File: src/rtl/fifo_tx_port_pkg.sv
// Shared constants and state encoding for the FIFO transmit port.
package fifo_tx_port_pkg;

  // Core data width; a transmitted word carries one extra flag bit on top.
  localparam int DATA_WIDTH = 32;

  // Downstream hard FIFO geometry: the space flag is high while count <= 62,
  // which leaves room for one decision made against a stale flag plus one
  // enqueue already in flight.
  localparam int FIFO_DEPTH     = 64;
  localparam int FIFO_SPACE_MAX = 62;

  // Skid buffer capacity.
  localparam logic [1:0] SKID_DEPTH = 2'd2;

  typedef enum logic [1:0] {
    ST_RUN   = 2'd0,
    ST_STALL = 2'd1,
    ST_DRAIN = 2'd2,
    ST_DONE  = 2'd3
  } tx_state_e;

endpackage

File: src/rtl/fifo_tx_skid.sv
// Two-entry FIFO-ordered skid buffer with a registered ready.
module fifo_tx_skid
  import fifo_tx_port_pkg::*;
#(
  parameter int DW = DATA_WIDTH + 1
) (
  input  logic          clk,
  input  logic          rst,
  input  logic          push_i,
  input  logic [DW-1:0] push_data_i,
  input  logic          pop_i,
  input  logic          run_i,
  output logic [DW-1:0] head_o,
  output logic [1:0]    count_o,
  output logic          ready_o
);

  logic [DW-1:0] slot0_q, slot0_d;
  logic [DW-1:0] slot1_q, slot1_d;
  logic [1:0]    count_q, count_d;
  logic          ready_q;

  // Next slot contents and occupancy; slot0 is always the head.
  always_comb begin
    // NOTE: every combinational output gets a default first so no latch is inferred.
    slot0_d = slot0_q;
    slot1_d = slot1_q;
    count_d = count_q;
    case ({push_i, pop_i})
      2'b10: begin
        if (count_q == 2'd0) slot0_d = push_data_i;
        else                 slot1_d = push_data_i;
        count_d = count_q + 2'd1;
      end
      2'b01: begin
        slot0_d = slot1_q;
        count_d = count_q - 2'd1;
      end
      2'b11: begin
        // Occupancy unchanged; the new word queues behind what remains.
        if (count_q == 2'd1) begin
          slot0_d = push_data_i;
        end else begin
          slot0_d = slot1_q;
          slot1_d = push_data_i;
        end
      end
      default: ;
    endcase
  end

  // Occupancy and ready; ready comes up out of reset so the core can start at once.
  always_ff @(posedge clk) begin
    // NOTE: sequential state uses non-blocking assignments only.
    if (rst) begin
      count_q <= 2'd0;
      ready_q <= 1'b1;
    end else begin
      count_q <= count_d;
      ready_q <= (count_d < SKID_DEPTH) && run_i;
    end
  end

  // Slot storage.
  always_ff @(posedge clk) begin
    // NOTE: data slots are not reset; count_q alone decides which slots are valid.
    slot0_q <= slot0_d;
    slot1_q <= slot1_d;
  end

  assign head_o  = slot0_q;
  assign count_o = count_q;
  assign ready_o = ready_q;

endmodule

File: src/rtl/fifo_tx_port.sv
// Transmit end of the core-to-FIFO enqueue path: skid buffering, space-flag
// flow control, flush/drain handshake and debug counters.
module fifo_tx_port
  import fifo_tx_port_pkg::*;
#(
  parameter int ID    = 0,
  parameter int DW    = DATA_WIDTH + 1,
  parameter int CNT_W = 16
) (
  input  logic             clk,
  input  logic             rst,
  input  logic [DW-1:0]    src_data,
  input  logic             src_valid,
  output logic             src_ready,
  output logic [DW-1:0]    tx_data,
  output logic             tx_enq,
  input  logic             rx_space,
  input  logic             rx_busy,
  input  logic             flush,
  output logic             flush_done,
  output logic             overflow_err,
  output logic [CNT_W-1:0] word_cnt,
  output logic [CNT_W-1:0] stall_cnt
);

  tx_state_e        state_q, state_d;
  logic [DW-1:0]    head;
  logic [1:0]       count;
  logic             push, pop;
  logic [DW-1:0]    tx_data_q;
  logic             tx_enq_q;
  logic             overflow_q;
  logic [CNT_W-1:0] word_cnt_q;
  logic [CNT_W-1:0] stall_cnt_q;

  assign push = src_valid && src_ready;
  // STALL holds off enqueues for its whole duration; RUN and DRAIN send
  // whenever the FIFO reports space.
  assign pop  = (count != 2'd0) && rx_space && (state_q != ST_STALL);

  fifo_tx_skid #(.DW(DW)) u_skid (
    .clk         (clk),
    .rst         (rst),
    .push_i      (push),
    .push_data_i (src_data),
    .pop_i       (pop),
    .run_i       (state_d == ST_RUN),
    .head_o      (head),
    .count_o     (count),
    .ready_o     (src_ready)
  );

  // Next-state logic for the run/stall/drain/done controller.
  always_comb begin
    state_d = state_q;
    case (state_q)
      ST_RUN: begin
        if (flush)                                 state_d = ST_DRAIN;
        else if ((count != 2'd0) && !rx_space)     state_d = ST_STALL;
      end
      ST_STALL: begin
        if (flush)         state_d = ST_DRAIN;
        else if (rx_space) state_d = ST_RUN;
      end
      ST_DRAIN: begin
        // Wait for the last enqueue strobe to be presented before reporting done.
        if (!flush)                              state_d = ST_RUN;
        else if ((count == 2'd0) && !tx_enq_q)   state_d = ST_DONE;
      end
      ST_DONE: begin
        if (!flush) state_d = ST_RUN;
      end
      default: state_d = ST_RUN;
    endcase
  end

  // State, output strobe/data and debug counters.
  always_ff @(posedge clk) begin
    if (rst) begin
      state_q     <= ST_RUN;
      tx_enq_q    <= 1'b0;
      tx_data_q   <= '0;
      overflow_q  <= 1'b0;
      word_cnt_q  <= '0;
      stall_cnt_q <= '0;
    end else begin
      state_q  <= state_d;
      tx_enq_q <= pop;
      if (pop) tx_data_q <= head;
      if (rx_busy) overflow_q <= 1'b1;
      if (tx_enq_q) word_cnt_q <= word_cnt_q + CNT_W'(1);
      if ((state_q == ST_STALL) && (stall_cnt_q != '1)) stall_cnt_q <= stall_cnt_q + CNT_W'(1);
    end
  end

  assign tx_data      = tx_data_q;
  assign tx_enq       = tx_enq_q;
  assign flush_done   = (state_q == ST_DONE);
  assign overflow_err = overflow_q;
  assign word_cnt     = word_cnt_q;
  assign stall_cnt    = stall_cnt_q;

endmodule

File: config.mk
export PLATFORM = sky130hd
export DESIGN_NAME = fifo_tx_port
export DESIGN_NICKNAME = d
export VERILOG_FILES = /design/src/rtl/fifo_tx_port_pkg.sv /design/src/rtl/fifo_tx_skid.sv /design/src/rtl/fifo_tx_port.sv
export SDC_FILE = /design/constraint.sdc
export NUM_CORES = 1
export LEC_CHECK = 0
export CORE_MARGIN = 5
export CORE_UTILIZATION = 50
export CTS_BUF_LIST = sky130_fd_sc_hd__clkbuf_4
export DETAILED_ROUTE_END_ITERATION = 10
export GPL_TIMING_DRIVEN = 1
export HOLD_SLACK_MARGIN = 0.1
export PLACE_DENSITY_LB_ADDON = 0.08
export SETUP_SLACK_MARGIN = 0.5
export SYNTH_ARGS = -nofsm -noshare
export SYNTH_HDL_FRONTEND = slang
export SYNTH_SLANG_ARGS = --single-unit
File: constraint.sdc
create_clock -name clk -period 12.1 [get_ports clk]
set_input_delay 2.42 -clock clk [delete_from_list [all_inputs] [get_ports clk]]
set_output_delay 2.42 -clock clk [all_outputs]
set_load 0.01 [all_outputs]
==> impl_metrics.env <==
export IMPL_worst_slew_pin_slew_ns=1.20
export IMPL_ys_types=42
export IMPL_cts_setup_buffers=0
export IMPL_required_ns=12.22
export IMPL_antenna_found_initial=1
export IMPL_drv_slew=0
export IMPL_cts_made_buffers=17
export IMPL_grt_pass1_wl_um=17700
export IMPL_hold_viol=0
export IMPL_r2r_start="u_skid.count_o[0]"
export IMPL_synth_edf_count=66
export IMPL_critPathLaunchType="input pin"
export IMPL_worst_setup_path_type="input pin to register"
export IMPL_first_iter_violations=164
export IMPL_holdBufCountCts=0
export IMPL_critPathMaxStageDelay_ns=0.82
export IMPL_yosysWarnings=0
export IMPL_nNetsFinal=619
export IMPL_grt_overflow=0
export IMPL_synthCells=466
export IMPL_cts_tree="done"
export IMPL_cp_top_family="buffers and inverters"
export IMPL_vias_per_cell=5.34
export IMPL_ys_seq_area_share_pct=64.6
export IMPL_place_gp_congestion=0.768
export IMPL_drive_gt1_share_pct=8.21
export IMPL_cp_buffers_inverters=2
export IMPL_yosys_register_bits=138
export IMPL_placed_cell_area_mm2=0.00650
export IMPL_timing_hold_worst_start="tx_data[31]"
export IMPL_crit_path_start="rx_space"
export IMPL_max_freq_mhz=178
export IMPL_synth_cell_area_mm2=0.00530
export IMPL_insertion_delay_ns=0.51
export IMPL_ios=108
export IMPL_start_util_pct=51.4
export IMPL_crit_path_max_fanout=38
export IMPL_slew_headroom_pct=19.7
export IMPL_worstHoldPathType="register to register"
export IMPL_syn_area_per_cell_um2=11.4
export IMPL_vias=3859
export IMPL_fin_skew_ns=0.0283
export IMPL_firstDrtPassIters=4
export IMPL_fp_dieH_um=113
export IMPL_syn_num_nets=513
export IMPL_synthToLayoutAreaGrowth_pct=28.5
export IMPL_setup_slack_ns=6.48
export IMPL_cts_resized=0
export IMPL_powerDensity_mw_per_mm2=170
export IMPL_crit_slowest_cell="a21oi_4"
export IMPL_clock_sinks=138
export IMPL_synth_top_area_cell="edfxtp_1"
export IMPL_crit_path_cell_trace="clkdlybuf4s50_1, nand3_2, inv_2, ha_1, o21ai_0, a21oi_4"
export IMPL_yosys_top_cells_area="edfxtp_1 37%, dfxtp_1 27%, a22o_1 5.5%, nand2_1 5.4%, a21oi_1 4.4%"
export IMPL_synth_ff_type="dfxtp_1"
export IMPL_fin_hold_ws_ns=0.459
export IMPL_final_setup_viol_count=0
export IMPL_grt_max_degree=76
export IMPL_vdd_drop_max_mv=0.0909
export IMPL_io_buffers=107
export IMPL_fp_row_count=37
export IMPL_leakage_uw=0.00233
export IMPL_design_core_area_mm2=0.0103
export IMPL_finalWorstPathRequiredPeriod_ns=5.62
export IMPL_postSynth_asyncResetShare_pct=0
export IMPL_ant_nets=0
export IMPL_status="complete, no violations"
export IMPL_drc=0
export IMPL_cts_buffer_depth=2
export IMPL_crit_path_end_kind="register"
export IMPL_fin_crit_sh_pct=46.4
export IMPL_rsz0062_at_grt="no"
export IMPL_maxCapViolations=0
export IMPL_die_w_um=113
export IMPL_wl_per_cell_um=15.3
export IMPL_grt_pass1_vias=3765
export IMPL_dpl_hpwl_um=7520
export IMPL_yosysTopAreaCellShare_pct=37.4
export IMPL_htreeDepth=4
export IMPL_die_area_mm2=0.0128
export IMPL_wirelength_um=11100
export IMPL_root_buffer="clkbuf_4"
export IMPL_grt_usage_pct=17.4
export IMPL_clkTransAtPathRegs_ns=0.10
export IMPL_finalSetupTns_ns=0
export IMPL_design_area_mm2=0.00681
export IMPL_arrival_ns=5.74
export IMPL_place_ws_ns=5.92
export IMPL_n_fill_cell=840
-- where the power goes --
| part | total (µW) | switching [µW] | internal (µW) |
|---|---|---|---|
| clock network | 312 | 165 | 147 |
| registers | 625 | 29.3 | 596 |
| logic | 222 | 130 | 92.7 |
-- path summary, 6_finish.rpt --
check,slack [ns],endpoint,depth (start not counted)
hold / removal,0.46,tx_data[31],2
setup reg to reg,8.14,u_skid.slot1_q[31],8
setup / recovery,6.48,u_skid.slot1_q[31],6
hold reg to reg,0.46,tx_data[31],2
-- routing by layer --
| metal | GRT usage [%] | vias up | part of all wire [%] | routed length [µm] |
|---|---|---|---|---|
| met5 | 0 | - | 0 | 0 |
| met1 | 20.4 | 1832 | 42 | 4610 |
| li1 | - | 1917 | - | - |
| met3 | 5.29 | 11 | 6.1 | 679 |
| met4 | 5.69 | 0 | 1.3 | 148 |
| met2 | 30.4 | 99 | 51 | 5610 |
-- synth_stat cells (6+ instances only) --
master	n
dfxtp_1	72
ha_1	8
nand4_1	7
nor2_1	29
xor2_1	6
clkbuf_1	18
edfxtp_1	66
nand3_1	9
a22o_1	33
o21ai_0	11
nand2_1	76
a21oi_1	47
nor2b_1	6
inv_1	9
-- cells by family after synthesis --
group / after synthesis / synth area share (%)
and+or+nand+nor: 163 / 14.8
DFF: 138 / 64.6
AOI/OAI and AO/OA: 104 / 12.7
buffers and inverters: 33 / 2.38
xor gates and xnor gates: 11 / 1.82
muxes: 9 / 1.79
adders and majority gates: 8 / 1.89
-- layout by cell type (no fill, tap or decap), drive strengths merged, types with 2 or more instances in the layout --
cell type	instances
inv	12
clkbuf	18
or4	6
xor2	6
mux2	4
o31ai	3
o21ai	11
ha	8
mux2i	5
a31oi	4
a21oi	47
buf	4
or3	6
nand2b	3
nor2b	6
clkdlybuf4s50	106
and3	5
a211oi	2
edfxtp	66
nand4	8
nor4	4
xnor2	5
nor3	4
nand2	76
bufinv	3
dfxtp	72
nor2	29
nand3	9
a22o	33
clkinv	8
and4	2
-- registers in the layout (all words and copies together), names as in the netlist --
| register | count |
|---|---|
| overflow_err | 1 |
| stall_cnt | 16 |
| state_q | 2 |
| tx_data | 33 |
| tx_enq | 1 |
| u_skid.count_o | 2 |
| u_skid.head_o | 33 |
| u_skid.ready_o | 1 |
| u_skid.slot1_q | 33 |
| word_cnt | 16 |
-- metrics by stage --
stage	power, µW	util (%)	std cells
floorplan	763	-	466
global placement	850	63.0	689
detailed placement	861	63.0	689
CTS	1170	66.0	721
global route	1220	66.0	722
finish	1160	66.0	722
-- layout make-up --
cell class                 instances  area [µm²]  share of cell area (%)
clock inverter                    14         173                    2.53
sequential                       138        3420                    50.3
inverter                          10        37.5                   0.551
tap                              136         170                    2.50
clock buffer                      18         135                    1.98
timing repair buffer             110        1090                    16.0
antenna                            1        2.50                  0.0367
multi-input combinational        295        1780                    26.2
-- tightest hold or removal path: stages, from the launching register on --
cell and delay [ns]:
dfxtp_1 0.32, nand2_1 0.05, a21oi_1 0.05
Power figures use the tool's default switching activity.
